**src/rtl/spi_arb.sv**
```systemverilog
// Two-port round-robin arbiter in front of a single SPI master. Each granted
// request gets one command byte out, two read bytes back, with a timeout guard.
module spi_arb #(
   parameter int GAP_CYCLES = 16,
   parameter int TIMEOUT    = 8192
) (
   input  logic        CLK,
   input  logic        RST,
   input  logic        REQ0,
   input  logic        REQ1,
   input  logic [7:0]  CMD0,
   input  logic [7:0]  CMD1,
   output logic        DONE0,
   output logic        DONE1,
   output logic        ERR0,
   output logic        ERR1,
   output logic [15:0] RDATA0,
   output logic [15:0] RDATA1,
   output logic        BUSY,
   output logic        SPI_START,
   output logic [7:0]  SPI_TXDATA,
   input  logic        SPI_CS_N,
   input  logic [7:0]  SPI_RX1,
   input  logic [7:0]  SPI_RX2
);

   typedef enum logic [2:0] {
      S_IDLE,
      S_START,
      S_WAIT_LO,
      S_WAIT_HI,
      S_DONE,
      S_GAP
   } state_t;

   localparam logic [13:0] TO_LAST  = 14'(TIMEOUT - 1);
   localparam logic [7:0]  GAP_LAST = 8'(GAP_CYCLES - 1);

   state_t      state_q;
   logic        gnt_q;
   logic        last_q;
   logic [13:0] to_cnt_q;
   logic [7:0]  gap_cnt_q;
   logic        done0_q;
   logic        done1_q;
   logic        err0_q;
   logic        err1_q;
   logic [15:0] rdata0_q;
   logic [15:0] rdata1_q;
   logic        busy_q;
   logic        spi_start_q;
   logic [7:0]  txdata_q;

   logic        gnt_d;
   logic [7:0]  cmd_d;
   logic        to_hit;
   logic        fin_ok;
   logic        fin_to;

   // With both requests pending the port not served last wins; otherwise the lone requester wins.
   always_comb begin
      gnt_d  = (REQ0 && REQ1) ? ~last_q : REQ1;
      cmd_d  = gnt_d ? CMD1 : CMD0;
      to_hit = (to_cnt_q == TO_LAST);
      fin_ok = (state_q == S_WAIT_HI) && SPI_CS_N;
      fin_to = to_hit && (((state_q == S_WAIT_LO) && SPI_CS_N) ||
                          ((state_q == S_WAIT_HI) && !SPI_CS_N));
   end

   always_ff @(posedge CLK or negedge RST) begin
      if (!RST) begin
         state_q     <= S_IDLE;
         gnt_q       <= 1'b0;
         last_q      <= 1'b1;
         to_cnt_q    <= '0;
         gap_cnt_q   <= '0;
         done0_q     <= 1'b0;
         done1_q     <= 1'b0;
         err0_q      <= 1'b0;
         err1_q      <= 1'b0;
         rdata0_q    <= '0;
         rdata1_q    <= '0;
         busy_q      <= 1'b0;
         spi_start_q <= 1'b0;
         txdata_q    <= '0;
      end else begin
         spi_start_q <= 1'b0;
         done0_q     <= 1'b0;
         done1_q     <= 1'b0;
         case (state_q)
            S_IDLE: begin
               if (REQ0 || REQ1) begin
                  gnt_q       <= gnt_d;
                  txdata_q    <= cmd_d;
                  spi_start_q <= 1'b1;
                  busy_q      <= 1'b1;
                  state_q     <= S_START;
               end
            end
            S_START: begin
               to_cnt_q <= '0;
               state_q  <= S_WAIT_LO;
            end
            S_WAIT_LO, S_WAIT_HI: begin
               // Completion outputs are written on entry to DONE so they are visible during it.
               if (fin_ok || fin_to) begin
                  state_q <= S_DONE;
                  if (gnt_q) begin
                     done1_q <= 1'b1;
                     err1_q  <= fin_to;
                     if (fin_ok) rdata1_q <= {SPI_RX1, SPI_RX2};
                  end else begin
                     done0_q <= 1'b1;
                     err0_q  <= fin_to;
                     if (fin_ok) rdata0_q <= {SPI_RX1, SPI_RX2};
                  end
               end else if ((state_q == S_WAIT_LO) && !SPI_CS_N) begin
                  to_cnt_q <= '0;
                  state_q  <= S_WAIT_HI;
               end else begin
                  to_cnt_q <= to_cnt_q + 14'd1;
               end
            end
            S_DONE: begin
               last_q    <= gnt_q;
               gap_cnt_q <= '0;
               state_q   <= S_GAP;
            end
            S_GAP: begin
               if (gap_cnt_q == GAP_LAST) begin
                  busy_q  <= 1'b0;
                  state_q <= S_IDLE;
               end else begin
                  gap_cnt_q <= gap_cnt_q + 8'd1;
               end
            end
            default: begin
               busy_q  <= 1'b0;
               state_q <= S_IDLE;
            end
         endcase
      end
   end

   assign DONE0      = done0_q;
   assign DONE1      = done1_q;
   assign ERR0       = err0_q;
   assign ERR1       = err1_q;
   assign RDATA0     = rdata0_q;
   assign RDATA1     = rdata1_q;
   assign BUSY       = busy_q;
   assign SPI_START  = spi_start_q;
   assign SPI_TXDATA = txdata_q;

endmodule
```
**config.mk**
```make
export PLATFORM = sky130hd
export DESIGN_NAME = spi_arb
export DESIGN_NICKNAME = d
export VERILOG_FILES = /design/src/rtl/spi_arb.sv
export SDC_FILE = /design/constraint.sdc
export NUM_CORES = 1
export LEC_CHECK = 0
export ABC_CLOCK_PERIOD_IN_PS = 2900
export BUFFER_PORTS_ARGS = -buffer_cell sky130_fd_sc_hd__buf_2
export CAP_MARGIN = 20
export CORE_MARGIN = 2
export CORE_UTILIZATION = 52
export CTS_CLUSTER_DIAMETER = 30
export DETAILED_ROUTE_END_ITERATION = 6
export HOLD_SLACK_MARGIN = 0.05
export MAX_ROUTING_LAYER = met4
export PLACE_DENSITY = 0.76
export SYNTH_ARGS = -nofsm -noshare
export SYNTH_HDL_FRONTEND = slang
export SYNTH_SLANG_ARGS = --single-unit
```
**constraint.sdc**
```tcl
create_clock -name CLK -period 2.9 [get_ports CLK]
set_input_delay 0.58 -clock CLK [delete_from_list [all_inputs] [get_ports CLK]]
set_output_delay 0.58 -clock CLK [all_outputs]
set_load 0.03 [all_outputs]
```
==> flow_summary.json, run 1 <==
{
  "status": "finished clean",
  "slew_headroom_pct": 58.7,
  "drcViolationCount": 0,
  "fp.dieW_um": 84.1,
  "worstSetupEndpointType": "register",
  "portBuffers": 82,
  "wl_um": 6980,
  "ir_worst_vdd_mv": 0.712,
  "ys_warn_count": 0,
  "worst_ep_arrival_time_ps": 2390,
  "rsz0062_at_grt": "no",
  "grt-ovfl-total": 0,
  "fillCellCount": 507,
  "crit_required_ps": 3180,
  "syn2layout_area_growth_pct": 20.3,
  "cts_inserted_buffers": 9,
  "finalMaxSlewViolations": 0,
  "layout_min_cycle_time_ps": 2120,
  "ios": 83,
  "rows": 29,
  "max_cap_violations": 0,
  "netlist_instances": 322,
  "hold_path_class": "in -> async",
  "setup_violations": 0,
  "grt_busiest_layer": "met2",
  "layout-drive-gt1-share_pct": 32.6,
  "dp_cells": 472,
  "use_met1_pct": 27.8,
  "dr.first_iter.drc_count": 151,
  "track_usage_pct": 21.7,
  "grt_max_degree": 29,
  "nets": 445,
  "ys.flop_type": "dfrtp_1",
  "r2r_start": "to_cnt_q[0]",
  "dr.pass1.iters": 4,
  "wl_per_cell_um": 14.3,
  "clockRootBuffer": "clkbuf_8",
  "ys_types": 49,
  "vias_per_cell": 5.27,
  "syn_avg_cell_area_um2": 10.4,
  "power_w": 0.00425,
  "clock-sinks": 73,
  "ys_ff_latch": 73,
  "clkTransAtPathRegs_ps": 80,
  "finalCritPeriodShare_pct": 72.9,
  "fin_area_um2": 4020,
  "reg2reg_slack_ps": 780,
  "max_freq_mhz": 473,
  "grt_pass1_vias": 2450,
  "fin_cells": 488,
  "cts.hold.buffers_added": 0,
  "htreeDepth": 3,
  "grt_pass1_wl_um": 11800,
  "grt_use_met2_pct": 34.1,
  "num_vias": 2572,
  "powerDensity_nw_per_um2": 1060,
  "final_common_cell": "buf_2",
  "worst_pin_slew_ps": 617,
  "synthesis.area_um2": 3340,
  "antenna_found_initial": 0,
  "start_util_pct": 53.2,
  "synth_nets": 361,
  "antenna_cells": 0,
  "r2r_end": "to_cnt_q[9]",
  "place.gp.congestion": 0.825,
  "hold_viol": 0,
  "fin_skew_ps": 11.0,
  "cts_tree": "built",
  "die_height_um": 84.1,
  "synth-edff-count": 0,
  "dpl.hpwl_um": 5060,
  "ant_nets": 0,
  "clk_latency_ps": 350,
  "post-cts-setup-buffers": 0,
  "seq_area_frac_synth_pct": 54.7,
  "placed_area_um2": 3800,
  "reg2reg_depth": 6,
  "use_met3_pct": 5.70,
  "crit_path_max_fanout": 13,
  "coreArea_um2": 6280,
  "tns_ps": 0,
  "final_cell_mix": "buf_2 (82), nand2_1 (79), dfrtp_1 (72), mux2_2 (19), nor2_1 (18)",
  "crit_type": "reg -> reg",
  "p_leak_nw": 2.06,
  "die_area_um2": 7080,
  "clockBufferDepth": 2,
  "crit_path_start_kind": "register",
  "cts_resized": 0,
  "synth-async-reset-ratio_pct": 100
}
-- state kept, by name, summed over array words and instances (netlist names) --
name,flops
last_q,1
RDATA1,16
DONE1,1
state_q,3
to_cnt_q,14
DONE0,1
RDATA0,16
ERR1,1
gnt_q,1
ERR0,1
SPI_TXDATA,8
SPI_START,1
BUSY,1
gap_cnt_q,8
-- layer usage --
metal	up-vias	wire length, µm
met1	1230	3130
met5	-	0
li1	1272	-
met2	63	3370
met3	7	399
met4	0	84
-- logic make-up after synthesis --
logic type      Yosys count  share of synthesized area [%]
xor+xnor                  7                           1.84
simple gates            149                           21.9
fa+ha+maj                 3                           1.05
flops                    73                           54.7
mux                      31                           10.0
buf+inv                  21                           3.15
compound gates           38                           7.31
-- final cells by class --
cell class,instances,area (µm²),share of cell area [%]
Multi-Input combinational cell,228,1410,35.0
Tap cell,77,96.3,2.40
Inverter,7,26.3,0.654
Timing Repair Buffer,87,448,11.1
Clock inverter,5,61.3,1.53
Sequential cell,73,1830,45.5
Clock buffer,11,151,3.77
-- power by group --
part / switching (W) / internal [W] / total, W
sequential: 0.000252 / 0.00137 / 0.00163
clock: 0.000392 / 0.000447 / 0.000839
combinational: 0.00120 / 0.000581 / 0.00178
-- synth_stat cells (all sizes together), types with 7 or more instances --
cell type	n	share of area, %
buf	10	1.9
inv	7	0.79
nor2	18	2.0
mux2i	12	3.6
nand3	14	2.5
mux2	19	6.4
dfrtp	72	54
o21ai	16	2.4
nand2	79	8.9
-- how the worst max path moves through the flow --
stage                startpoint            to  slack [ps]  cells after the start
floorplan           to_cnt_q[0]  to_cnt_q[10]         920                      7
global placement       SPI_CS_N   to_cnt_q[9]         820                      6
detailed placement     SPI_CS_N   to_cnt_q[9]         780                      6
CTS                 to_cnt_q[0]   to_cnt_q[9]         780                      6
global route         state_q[0]   to_cnt_q[9]         680                      5
finish              to_cnt_q[0]   to_cnt_q[9]         780                      6
-- critical path, cell delays in order, from the launching register on --
cell	delay, ps
dfrtp_1	420
ha_1	280
nand3_4	120
nor4_4	70
a2111o_2	570
a2111oi_2	370
mux2i_1	220
-- stage by stage --
step / setup WS [ps] / utilization [%] / hold slack, ps
floorplan: 923 / - / 284
global placement: 821 / 60.6 / 454
detailed placement: 777 / 60.6 / 465
CTS: 777 / 64.0 / 207
global route: 678 / 64.0 / 220
finish: 785 / 64.0 / 197
Power figures use the tool's default switching activity.
==> run 2: changes to the inputs <==
--- a/config.mk
+++ b/config.mk
@@ -5,7 +5,7 @@
 export SDC_FILE = /design/constraint.sdc
 export NUM_CORES = 1
 export LEC_CHECK = 0
-export ABC_CLOCK_PERIOD_IN_PS = 2900
+export ABC_CLOCK_PERIOD_IN_PS = 2100
 export BUFFER_PORTS_ARGS = -buffer_cell sky130_fd_sc_hd__buf_2
 export CAP_MARGIN = 20
 export CORE_MARGIN = 2
==> constraint.sdc (replaced) <==
create_clock -name CLK -period 2.1 [get_ports CLK]
set_input_delay 0.42 -clock CLK [delete_from_list [all_inputs] [get_ports CLK]]
set_output_delay 0.42 -clock CLK [all_outputs]
set_load 0.03 [all_outputs]
==> run 2 against run 1 <==
Net effect: sequential share of layout area is 1.3 points lower; setup slack worse by 730 ps; die area stayed put; global-route usage is 0.45 points lower; count of clock-buffer cells in the layout is 1 lower; non-clock buffer count is 9 higher; critical path depth stayed put; hold slack worse by 120 ps; sequential power is 36% higher; first-iteration DRC count is 7.3% higher; combinational power is 48% higher; critical path type unchanged; critical endpoint is now to_cnt_q[3]; highest routed layer unchanged.
==> flow_summary.json, run 2 (synthesis results as in run 1) <==
{
  "status": "finished clean",
  "grt_pass1_vias": 2408,
  "clock-sinks": 73,
  "fp.dieW_um": 84.1,
  "p_comb_share_pct": 42.6,
  "grt-ovfl-total": 0,
  "final_cell_mix": "buf_2 (82), nand2_1 (79), dfrtp_1 (71), mux2_2 (19), nor2_1 (18)",
  "ir_worst_vdd_mv": 0.952,
  "hold_path_class": "in -> async",
  "ff_latch_area_um2": 1830,
  "internal-power_w": 0.00359,
  "crit_required_ps": 2360,
  "hold_viol": 0,
  "cts_tree": "built",
  "portBuffers": 82,
  "powerDensity_nw_per_um2": 1490,
  "power_w": 0.00619,
  "drcViolationCount": 0,
  "wl_per_cell_um": 14.2,
  "ant_nets": 0,
  "worstSetupEndpointType": "register",
  "antenna_found_initial": 0,
  "syn2layout_area_growth_pct": 24.1,
  "r2r_start": "to_cnt_q[1]",
  "final_common_cell": "buf_2",
  "grt_pass1_wl_um": 11700,
  "num_vias": 2617,
  "worst_ep_arrival_time_ps": 2310,
  "switching_power_w": 0.00259,
  "dp_slack_ps": 15.9,
  "max_freq_mhz": 488,
  "clockBufferDepth": 2,
  "vias_per_cell": 5.27,
  "start_util_pct": 53.2,
  "cts.hold.buffers_added": 0,
  "track_usage_pct": 21.2,
  "cts_inserted_buffers": 9,
  "reg2reg_slack_ps": 50,
  "antenna_cells": 0,
  "nets": 454,
  "worst_pin_slew_ps": 579,
  "ios": 83,
  "multiInputGateArea_um2": 1420,
  "clkPwrFrac_pct": 21.7,
  "seqPwrFrac_pct": 35.7,
  "fin_area_um2": 4140,
  "htreeDepth": 3,
  "p_leak_nw": 2.13,
  "layout_min_cycle_time_ps": 2050,
  "die_height_um": 84.1,
  "crit_start": "to_cnt_q[1]",
  "swShare_pct": 41.9,
  "dr.pass1.iters": 6,
  "clockRootBuffer": "clkbuf_8",
  "coreArea_um2": 6280,
  "reg2reg_depth": 6,
  "clk_latency_ps": 350,
  "clkTransAtPathRegs_ps": 80,
  "place.gp.congestion": 0.849,
  "finalMaxSlewViolations": 0,
  "crit_path_max_fanout": 7,
  "rows": 29,
  "crit_path_start_kind": "register",
  "layout-drive-gt1-share_pct": 34.3,
  "die_area_um2": 7080,
  "dpl.hpwl_um": 4860,
  "fin_skew_ps": 8.01,
  "slew_headroom_pct": 61.3,
  "max_cap_violations": 0,
  "finalCritPeriodShare_pct": 97.5,
  "crit_type": "reg -> reg",
  "placed_area_um2": 3860,
  "dr.first_iter.drc_count": 162,
  "wl_um": 7050,
  "grt_max_degree": 74,
  "setup_violations": 0,
  "setup.worst_path.end": "to_cnt_q[3]",
  "r2r_end": "to_cnt_q[3]",
  "setup_slack_ps": 51.5,
  "fillCellCount": 488
}
[run 2: stage by stage]
| step | setup TNS [ps] | util, % | std cells | hold slack (ps) |
|---|---|---|---|---|
| 6_report | 0 | 66.0 | 497 | 80.9 |
| 2_1_floorplan | 0 | - | 322 | 124 |
| 3_3_place_gp | 0 | 61.5 | 478 | 454 |
| 4_1_cts | 0 | 65.4 | 494 | 95.5 |
| 3_5_place_dp | 0 | 61.5 | 478 | 459 |
| 5_1_grt | -23.9 | 66.0 | 497 | 112 |
[run 2: how the worst min path moves through the flow]
stage	start	endpoint	slack, ps	cells past startpoint
final	RST	RDATA0[4]	80	2
after global routing	RST	RDATA0[4]	110	2
after CTS	RST	RDATA0[4]	100	2
after detailed placement	RDATA1[2]	RDATA1[2]	460	2
after global placement	RDATA1[2]	RDATA1[2]	450	2
after floorplan	RST	BUSY	120	0
[run 2: final cells by class]
class | instances | share of cell area [%]
Sequential cell | 73 | 44.2
Multi-Input combinational cell | 228 | 34.3
Timing Repair Buffer | 96 | 12.7
Clock buffer | 10 | 3.08
Clock inverter | 6 | 2.81
Tap cell | 77 | 2.33
Inverter | 7 | 0.634
[run 2: metal layers]
layer	GRT usage [%]	vias up	routed length (µm)
li1	-	1293	-
met1	29.0	1239	3260
met2	31.7	75	3270
met3	4.82	10	414
met4	6.74	0	97
met5	-	-	0
[run 2: critical path, cell delays in order, from the launching register on]
cell and delay (ps):
dfrtp_1 420, ha_2 230, nand3_4 110, nor4_4 50, a2111o_2 540, or4b_1 490
o21ai_1 120
[run 2: what timing repair did]
| action | CTS | global route |
|---|---|---|
| setup buffers | 0 | 3 |
| gates resized for setup | 0 | 3 |
| endpoints found under the setup margin | 1 | 4 |
| cloned | 0 | 0 |
| pin swaps | 1 | 1 |
| hold endpoints to repair | 0 | 0 |
[run 2: power by group through the flow]
stage | Sequential [W] | Clock [W] | Combinational [W]
final | 0.00221 | 0.00134 | 0.00263
after global routing | 0.00228 | 0.00143 | 0.00285
after CTS | 0.00221 | 0.00137 | 0.00258
after detailed placement | 0.00224 | 0 | 0.00256
after global placement | 0.00221 | 0 | 0.00251
after floorplan | 0.00294 | 0 | 0.00113
==> run 3: changes to the inputs <==
--- a/config.mk
+++ b/config.mk
@@ -15,6 +15,7 @@
 export HOLD_SLACK_MARGIN = 0.05
 export MAX_ROUTING_LAYER = met4
 export PLACE_DENSITY = 0.76
+export REMOVE_ABC_BUFFERS = 1
 export SYNTH_ARGS = -nofsm -noshare
 export SYNTH_HDL_FRONTEND = slang
 export SYNTH_SLANG_ARGS = --single-unit
==> run 3 against run 2 <==
Net effect: hold slack improved by 11 ps; largest power group unchanged; maximum frequency up 3.2%; critical endpoint is now gap_cnt_q[3]; highest routed layer unchanged; die area unchanged; count of clock-buffer cells in the layout down 1; core utilization shrank 0.32 points; largest cell class unchanged; total power decreased by 2.6%; via count increased by 1.3%; clock skew increased by 1.1 ps; first-iteration DRC count rose by 31%.
==> flow_summary.json, run 3 (synthesis results as in run 1) <==
{
  "status": "finished clean",
  "wl_um": 6990,
  "post-cts-setup-buffers": 0,
  "fin_skew_ps": 9.16,
  "num_vias": 2650,
  "dr.first_iter.drc_count": 212,
  "syn2layout_area_growth_pct": 23.5,
  "clock-sinks": 73,
  "track_usage_pct": 22.3,
  "cts_inserted_buffers": 9,
  "max_cap_violations": 0,
  "antenna_cells": 0,
  "clockRootBuffer": "clkbuf_8",
  "grt_max_degree": 30,
  "hold_path_class": "in -> async",
  "powerDensity_nw_per_um2": 1460,
  "max_freq_mhz": 504,
  "clockBufferDepth": 2,
  "crit_path_start_kind": "register",
  "dpl.hpwl_um": 5180,
  "hold_viol": 0,
  "multiInputGateArea_um2": 1420,
  "cts_tree": "built",
  "portBuffers": 82,
  "die_height_um": 84.1,
  "ff_latch_area_um2": 1830,
  "rows": 29,
  "die_area_um2": 7080,
  "ant_nets": 0,
  "cts.hold.buffers_added": 0,
  "coreArea_um2": 6280,
  "wl_per_cell_um": 14.1,
  "crit_path_max_fanout": 8,
  "dr.pass1.iters": 4,
  "layout-drive-gt1-share_pct": 34.0,
  "place.gp.congestion": 0.897,
  "setup_violations": 0,
  "crit_required_ps": 2300,
  "grt_pass1_wl_um": 12300,
  "fillCellCount": 488,
  "clkTransAtPathRegs_ps": 80,
  "worst_pin_slew_ps": 629,
  "drcViolationCount": 0,
  "htreeDepth": 3,
  "cts_resized": 0,
  "final_cell_mix": "buf_2 (82), nand2_1 (79), dfrtp_1 (72), mux2_2 (19), nor2_1 (18)",
  "r2r_start": "gap_cnt_q[1]",
  "worstSetupEndpointType": "register",
  "antenna_found_initial": 0,
  "grt-ovfl-total": 0,
  "layout_min_cycle_time_ps": 1990,
  "finalCritPeriodShare_pct": 94.5,
  "post-route-util_pct": 65.7,
  "p_leak_nw": 2.12,
  "slew_headroom_pct": 58.1,
  "rsz0062_at_grt": "no",
  "power_w": 0.00603,
  "crit_type": "reg -> reg",
  "worst_ep_arrival_time_ps": 2190,
  "ios": 83,
  "vias_per_cell": 5.33,
  "placed_area_um2": 3880,
  "final_common_cell": "buf_2",
  "grt_pass1_vias": 2688,
  "finalMaxSlewViolations": 0,
  "ir_worst_vdd_mv": 1.06,
  "tns_ps": 0,
  "reg2reg_depth": 6,
  "reg2reg_slack_ps": 110,
  "clk_latency_ps": 340,
  "nets": 454,
  "fp.dieW_um": 84.1,
  "start_util_pct": 53.2,
  "r2r_end": "gap_cnt_q[3]",
  "fin_area_um2": 4120
}
-- run 3: cell type report --
| cell class | instances | share of cell area, % |
|---|---|---|
| inverter | 7 | 0.637 |
| clock inverter | 7 | 2.46 |
| sequential | 73 | 44.3 |
| timing repair buffer | 96 | 12.8 |
| multi-input combinational | 228 | 34.4 |
| clock buffer | 9 | 3.00 |
| tap | 77 | 2.34 |
-- run 3: where the power goes --
| part | leakage (nW) | switching [W] | internal (W) |
|---|---|---|---|
| Combinational | 1.07 | 0.00173 | 0.000889 |
| Clock | 0.106 | 0.000535 | 0.000678 |
| Sequential | 0.937 | 0.000296 | 0.00190 |
-- run 3: worst max path at each step --
stage | start | end | slack [ps] | depth (start not counted)
finish | gap_cnt_q[1] | gap_cnt_q[3] | 110 | 6
global route | to_cnt_q[0] | to_cnt_q[13] | 20 | 7
CTS | to_cnt_q[0] | to_cnt_q[9] | 10 | 6
detailed placement | to_cnt_q[0] | to_cnt_q[9] | 30 | 6
global placement | to_cnt_q[0] | to_cnt_q[9] | 100 | 6
floorplan | to_cnt_q[0] | to_cnt_q[9] | 120 | 6
-- run 3: metrics by stage --
stage / std cells / setup slack [ps] / hold slack [ps]
floorplan: 308 / 119 / 124
global placement: 481 / 99.3 / 453
detailed placement: 481 / 25.3 / 457
CTS: 497 / 10.1 / 102
global route: 497 / 18.2 / 134
finish: 497 / 115 / 91.7
-- run 3: routing by layer --
layer	GRT usage (%)	share of wire, %
met5	-	0
met4	8.21	1.4
met3	4.33	5.0
met2	36.7	49
met1	27.6	44
-- run 3: worst max-delay path, cell delays in order, from the launching register on --
cell,delay (ps)
dfrtp_1,410
ha_1,220
or4b_1,440
o311a_1,400
nand4_1,150
xor2_1,170
nor2_1,60
